### src/rtl/store_unit_32b_pkg.sv
// Shared encodings for the store unit: funct3 store codes, fault causes and FSM states.
// The lane-align helper imports this package so a future load unit can reuse the same codes.
package store_unit_32b_pkg;

  typedef enum logic [2:0] {
    F3_SB = 3'b000,
    F3_SH = 3'b001,
    F3_SW = 3'b010
  } funct3_e;

  typedef enum logic [1:0] {
    CAUSE_NONE      = 2'b00,
    CAUSE_MISALIGN  = 2'b01,
    CAUSE_ILLEGAL   = 2'b10,
    CAUSE_TIMEOUT   = 2'b11
  } fault_cause_e;

  typedef enum logic [1:0] {
    S_IDLE = 2'b00,
    S_REQ  = 2'b01,
    S_RESP = 2'b10
  } state_e;

endpackage

### src/rtl/store_lane_align.sv
// Combinational byte-lane formation for a store: replicates data across lanes, builds
// the byte strobe and flags illegal funct3 / misaligned access.
module store_lane_align
  import store_unit_32b_pkg::*;
(
  input  logic [2:0]  i_funct3,
  input  logic [1:0]  i_ea_lo,
  input  logic [31:0] i_data,
  output logic [31:0] o_wdata,
  output logic [3:0]  o_wstrb,
  output logic        o_misaligned,
  output logic        o_illegal
);

  always_comb begin
    // NOTE: every output gets a default first so no path through the case infers a latch.
    o_wdata      = '0;
    o_wstrb      = '0;
    o_misaligned = 1'b0;
    o_illegal    = 1'b0;
    case (i_funct3)
      F3_SB: begin
        o_wdata = {4{i_data[7:0]}};
        o_wstrb = 4'b0001 << i_ea_lo;
      end
      F3_SH: begin
        o_wdata      = {2{i_data[15:0]}};
        o_wstrb      = 4'b0011 << i_ea_lo;
        o_misaligned = i_ea_lo[0];
      end
      F3_SW: begin
        o_wdata      = i_data;
        o_wstrb      = 4'b1111;
        o_misaligned = |i_ea_lo;
      end
      default: o_illegal = 1'b1;
    endcase
  end

endmodule

### src/rtl/store_unit_32b.sv
// Store unit: computes the effective address, checks funct3/alignment and performs one
// byte-strobed write under a req/ack handshake with a bounded wait, then pulses done or fault.
module store_unit_32b
  import store_unit_32b_pkg::*;
#(
  parameter int unsigned TIMEOUT = 16
) (
  input  logic        clk,
  input  logic        rst_n,
  input  logic        in_valid,
  output logic        in_ready,
  input  logic [2:0]  in_funct3,
  input  logic [31:0] in_base,
  input  logic [31:0] in_data,
  input  logic [31:0] in_imm,
  output logic        mem_req,
  output logic [31:0] mem_addr,
  output logic [31:0] mem_wdata,
  output logic [3:0]  mem_wstrb,
  input  logic        mem_ack,
  output logic        done,
  output logic        fault,
  output logic [1:0]  fault_cause,
  output logic [31:0] fault_addr
);

  localparam int unsigned CNT_W = $clog2(TIMEOUT + 1);
  localparam logic [CNT_W-1:0] CNT_LAST = CNT_W'(TIMEOUT - 1);

  state_e           r_state;
  logic [CNT_W-1:0] r_cnt;
  logic [31:0]      r_mem_addr;
  logic [31:0]      r_mem_wdata;
  logic [3:0]       r_mem_wstrb;
  logic             r_done;
  logic             r_fault;
  fault_cause_e     r_fault_cause;
  logic [31:0]      r_fault_addr;

  logic [31:0] w_ea;
  logic [31:0] w_wdata;
  logic [3:0]  w_wstrb;
  logic        w_misaligned;
  logic        w_illegal;

  assign w_ea = in_base + in_imm;

  store_lane_align u_lane_align (
    .i_funct3     (in_funct3),
    .i_ea_lo      (w_ea[1:0]),
    .i_data       (in_data),
    .o_wdata      (w_wdata),
    .o_wstrb      (w_wstrb),
    .o_misaligned (w_misaligned),
    .o_illegal    (w_illegal)
  );

  // Request and ready decode straight from the state register, so reset drops mem_req at once.
  assign in_ready    = (r_state == S_IDLE);
  assign mem_req     = (r_state == S_REQ);
  assign mem_addr    = r_mem_addr;
  assign mem_wdata   = r_mem_wdata;
  assign mem_wstrb   = r_mem_wstrb;
  assign done        = r_done;
  assign fault       = r_fault;
  assign fault_cause = r_fault_cause;
  assign fault_addr  = r_fault_addr;

  // NOTE: sequential state uses non-blocking assignments so every register samples pre-edge values.
  always_ff @(posedge clk or negedge rst_n) begin
    if (!rst_n) begin
      r_state       <= S_IDLE;
      r_cnt         <= '0;
      r_mem_addr    <= '0;
      r_mem_wdata   <= '0;
      r_mem_wstrb   <= '0;
      r_done        <= 1'b0;
      r_fault       <= 1'b0;
      r_fault_cause <= CAUSE_NONE;
      r_fault_addr  <= '0;
    end else begin
      r_done  <= 1'b0;
      r_fault <= 1'b0;
      case (r_state)
        S_IDLE: begin
          if (in_valid) begin
            r_fault_addr <= w_ea;
            r_cnt        <= '0;
            if (w_illegal) begin
              r_state       <= S_RESP;
              r_fault       <= 1'b1;
              r_fault_cause <= CAUSE_ILLEGAL;
            end else if (w_misaligned) begin
              r_state       <= S_RESP;
              r_fault       <= 1'b1;
              r_fault_cause <= CAUSE_MISALIGN;
            end else begin
              r_mem_addr  <= {w_ea[31:2], 2'b00};
              r_mem_wdata <= w_wdata;
              r_mem_wstrb <= w_wstrb;
              r_state     <= S_REQ;
            end
          end
        end
        S_REQ: begin
          // Ack takes priority over expiry on the same cycle.
          if (mem_ack) begin
            r_state <= S_RESP;
            r_done  <= 1'b1;
          end else if (r_cnt == CNT_LAST) begin
            r_state       <= S_RESP;
            r_fault       <= 1'b1;
            r_fault_cause <= CAUSE_TIMEOUT;
          end else begin
            r_cnt <= r_cnt + CNT_W'(1);
          end
        end
        S_RESP: begin
          r_state       <= S_IDLE;
          r_fault_cause <= CAUSE_NONE;
        end
        default: r_state <= S_IDLE;
      endcase
    end
  end

endmodule

### config.mk
export PLATFORM = sky130hd
export DESIGN_NAME = store_unit_32b
export DESIGN_NICKNAME = d
export VERILOG_FILES = /design/src/rtl/store_unit_32b_pkg.sv /design/src/rtl/store_lane_align.sv /design/src/rtl/store_unit_32b.sv
export SDC_FILE = /design/constraint.sdc
export NUM_CORES = 1
export LEC_CHECK = 0
export BUFFER_PORTS_ARGS = -buffer_cell sky130_fd_sc_hd__buf_2
export CELL_PAD_IN_SITES_DETAIL_PLACEMENT = 1
export CELL_PAD_IN_SITES_GLOBAL_PLACEMENT = 1
export CORE_ASPECT_RATIO = 0.5
export CORE_MARGIN = 4
export CORE_UTILIZATION = 41
export DETAILED_ROUTE_END_ITERATION = 12
export HOLD_SLACK_MARGIN = 0.06
export PLACE_DENSITY_LB_ADDON = 0.1
export SYNTH_ARGS = -nofsm -noshare
export SYNTH_HDL_FRONTEND = slang
export SYNTH_SLANG_ARGS = --single-unit
### constraint.sdc
create_clock -name clk -period 5.84 [get_ports clk]
set_clock_uncertainty 0.1 [all_clocks]
set_input_delay 0.292 -clock clk [delete_from_list [all_inputs] [get_ports clk]]
set_output_delay 0.292 -clock clk [all_outputs]
set_load 0.02 [all_outputs]
==> key figures <==
Synth
  – Syn Area/Cell: approximately 9.1 sq um
  – Top FF cell, synth: dfrtp_1
  – Syn Std Cell Area: 0.00635 sq mm
  – Yosys top cell area share: 0.429
  – Synth area leader: dfrtp_1
  – Syn Inst Count: 697
  – Largest cells by area after synthesis: dfrtp_1 43%, a21oi_1 7.3%, ha_1 7.1%
  – Number of synthesized flops with an enable pin: 0
  – Synth Warn #: 0
  – Post-synth cell types: 60
  – Flops & latches, synth: between 100 and 150
  – Seq/Total Area, Yosys: 0.429
  – Async set-reset flop share out of synthesis: 1.00

STA
  – Slew @ Worst Pin: roughly 1.0 ns
  – Final hold vios: 0
  – Final worst-path cycle share: 0.582
  – Fmax: 294 MHz
  – Tmin final: ~3.4 ns
  – Worst slew margin: 0.333
  – Endpoints failing setup: 0
  – Final count of pins violating max slew: 0
  – Setup TNS: 0 ns
  – RSZ-0062 raised after global routing: false

Die
  – Top Ports: 209
  – Die H: between 90 and 100 um
  – Initial core utilization: 0.429
  – Die X: ~180 um
  – Die area: roughly 0.018 sq mm
  – Standard-cell row count: 31
  – Core ar.: approximately 0.015 sq mm

Detailed routing
  – Routed length per placed instance: between 15 and 20 um
  – Final wirelength: between 15000 and 20000 um
  – # DRC: 0
  – Vias per inst: about 5.4
  – DR vias: roughly 5800
  – DRT iter0 DRCs: 240
  – Post-route ant nets: 0
  – DR pass1 iterations: 4

Global route
  – Tot GR Track Use: 0.219
  – Grt ovf: 0
  – First-pass GRT wire length: 31000 um
  – Largest net degree at the start of global routing: 65
  – Number of global-route vias before repair: around 6100
  – Initial antenna violation count: 0

Worst setup path
  – Critical-path top delay cell: nor2_4
  – Startpoint type of the worst setup path: flip-flop
  – CP Cell Sequence: inv_1 -> ha_1 -> nand2_1 -> nor2_4 -> buf_4 -> nor2_1 -> a21oi_1
  – Critical path data required time: ~6.0 ns
  – R2R setup slack: between 2 and 2.5 ns
  – Crit path DAT: between 3 and 4 ns
  – CP Capture Type: flip-flop
  – Register-to-Register Path Depth: 7
  – CP bufs+invs: 2
  – Largest delay contributor family on the critical path: simple AND/OR/NAND/NOR gates
  – Worst R2R Start: r_state[1]
  – Reg2reg end: mem_wdata[8]
  – Crit path depth: 7
  – Crit path to: mem_wdata[8]
  – Crit path max fanout: between 50 and 60
  – Worst setup path start: r_state[1]
  – Crit path kind: flip-flop to flip-flop
  – Max incr delay on CP: roughly 0.94 ns

Layout
  – Layout fillers: about 1800
  – Synth-to-Final Area Change: 23.1%
  – Diodes inserted: 0
  – Share of cells above drive strength 1: 0.318
  – Layout net count: ~1000
  – Utilization after layout: 0.528

CTS
  – Clk slew on worst S/H paths: 0.08 ns
  – CTS tree: yes
  – Inserted Clock Buffers: 9
  – # Post-CTS Setup Buffers: 0
  – Skew-Pair Late Insertion Delay: approximately 0.34 ns
  – Count of clock tree sinks: ~110
  – CTS root buf: clkbuf_16
  – H-Tree Depth: 3
  – Max Buffers Root-to-Sink: 2

Placement
  – GP Congestion: 0.865
  – Port-buffer cells: roughly 210
  – DPL Wire Length: around 15000 um

Hold path
  – Min-delay worst type: input pin to flip-flop
  – Min-Delay Path Depth: 3

Power and ir drop
  – Cell area power density: 463 mW/mm^2
  – IR drop worst, VDD: between 200 and 250 uV
  – Overall power: about 3.6 mW
  – Static Leakage: 3.82 nW

Outcome
  – Outcome: finished, final reports clean

Job
  – # Max-Cap Violations: 0
[metal layers]
metal  wire length (um)  part of all wire  track usage
met5                  0                 0            0
met4                159            0.0081       0.0467
met3               1020             0.052       0.0419
met2               9420              0.48        0.380
met1               9050              0.46        0.290
[where the power goes]
group / internal [mW] / switching [mW] / leakage [nW]
Clock: 0.311 / 0.307 / 0.149
Sequential: 1.11 / 0.202 / 1.32
Combinational: 0.616 / 1.07 / 2.35
Total: 2.04 / 1.58 / 3.82
[what timing repair did]
action	CTS	global route
hold buffers	1	0
endpoints found under the setup margin	0	0
resized for setup	0	0
endpoints found under the hold margin	45	0
[how the worst min path moves through the flow]
stage,from,end,slack (ns)
2_1_floorplan,rst_n,done,-0.10
3_3_place_gp,rst_n,done,0.24
3_5_place_dp,rst_n,done,0.25
4_1_cts,mem_ack,done,0.08
5_1_grt,mem_ack,done,0.10
6_report,mem_ack,done,0.1
[kinds of logic after synthesis]
group	after synthesis	share of synthesized area
other cells	1	0.000590
flops	109	0.429
fa+ha+maj	37	0.0740
compound gates	191	0.182
buf+inv	52	0.0343
mux	46	0.0797
simple gates	232	0.160
xor+xnor	29	0.0400
[flip-flops by register name, summed over array words and instances, names as in the netlist]
name and flops:
fault_addr 32, mem_wdata 32, mem_addr 30, r_cnt 5, mem_wstrb 4, fault_cause 2
r_state 2, done 1, fault 1
[synth_stat cells, types with 5 or more instances]
library cell,instances
a21oi_1,93
ha_1,36
xnor2_1,20
inv_1,10
a31oi_1,6
o21ai_0,27
dfrtp_1,109
nor3_1,7
nor2_1,66
mux2_2,37
a22oi_1,8
nand4_1,10
and3_1,5
clkbuf_1,30
nand3_1,7
nand2_1,113
o21bai_1,6
xor2_1,9
a21o_1,13
mux2i_1,9
[worst reg2reg max path: stages, from the launching register on]
cell     delay (ns)
dfrtp_1        0.42
inv_1          0.10
ha_1           0.41
nand2_1        0.53
nor2_4         0.94
buf_4          0.57
nor2_1         0.11
a21oi_1        0.15
[layout make-up]
cell class | count | area [sq um] | area share
sequential | 109 | 2730 | 0.349
clock buffer | 10 | 239 | 0.0306
tap | 198 | 248 | 0.0317
clock inverter | 6 | 57.6 | 0.00736
inverter | 11 | 41.3 | 0.00528
timing repair buffer | 212 | 1080 | 0.138
multi-input combinational | 537 | 3430 | 0.438
[cells in the final DEF (no fill, tap or decap), types with 10 or more instances in the layout]
cell and instances:
dfrtp_1 109, o21ai_0 27, mux2_2 37, inv_1 10, nand2_1 113, buf_2 205
nor2_1 65, a21oi_1 93, ha_1 36, a21o_1 13, nand4_1 10, xnor2_1 20
[stage by stage]
stage,cell area (sq um),hold WS [ns],instances,setup slack (ns)
4_1_cts,7820,0.0819,1083,2.41
3_3_place_gp,7510,0.242,1066,2.53
3_5_place_dp,7510,0.253,1066,2.34
2_1_floorplan,6360,-0.104,698,3.29
6_report,7820,0.0999,1083,2.44
5_1_grt,7820,0.103,1083,2.07
(Power assumes the default switching activity.)
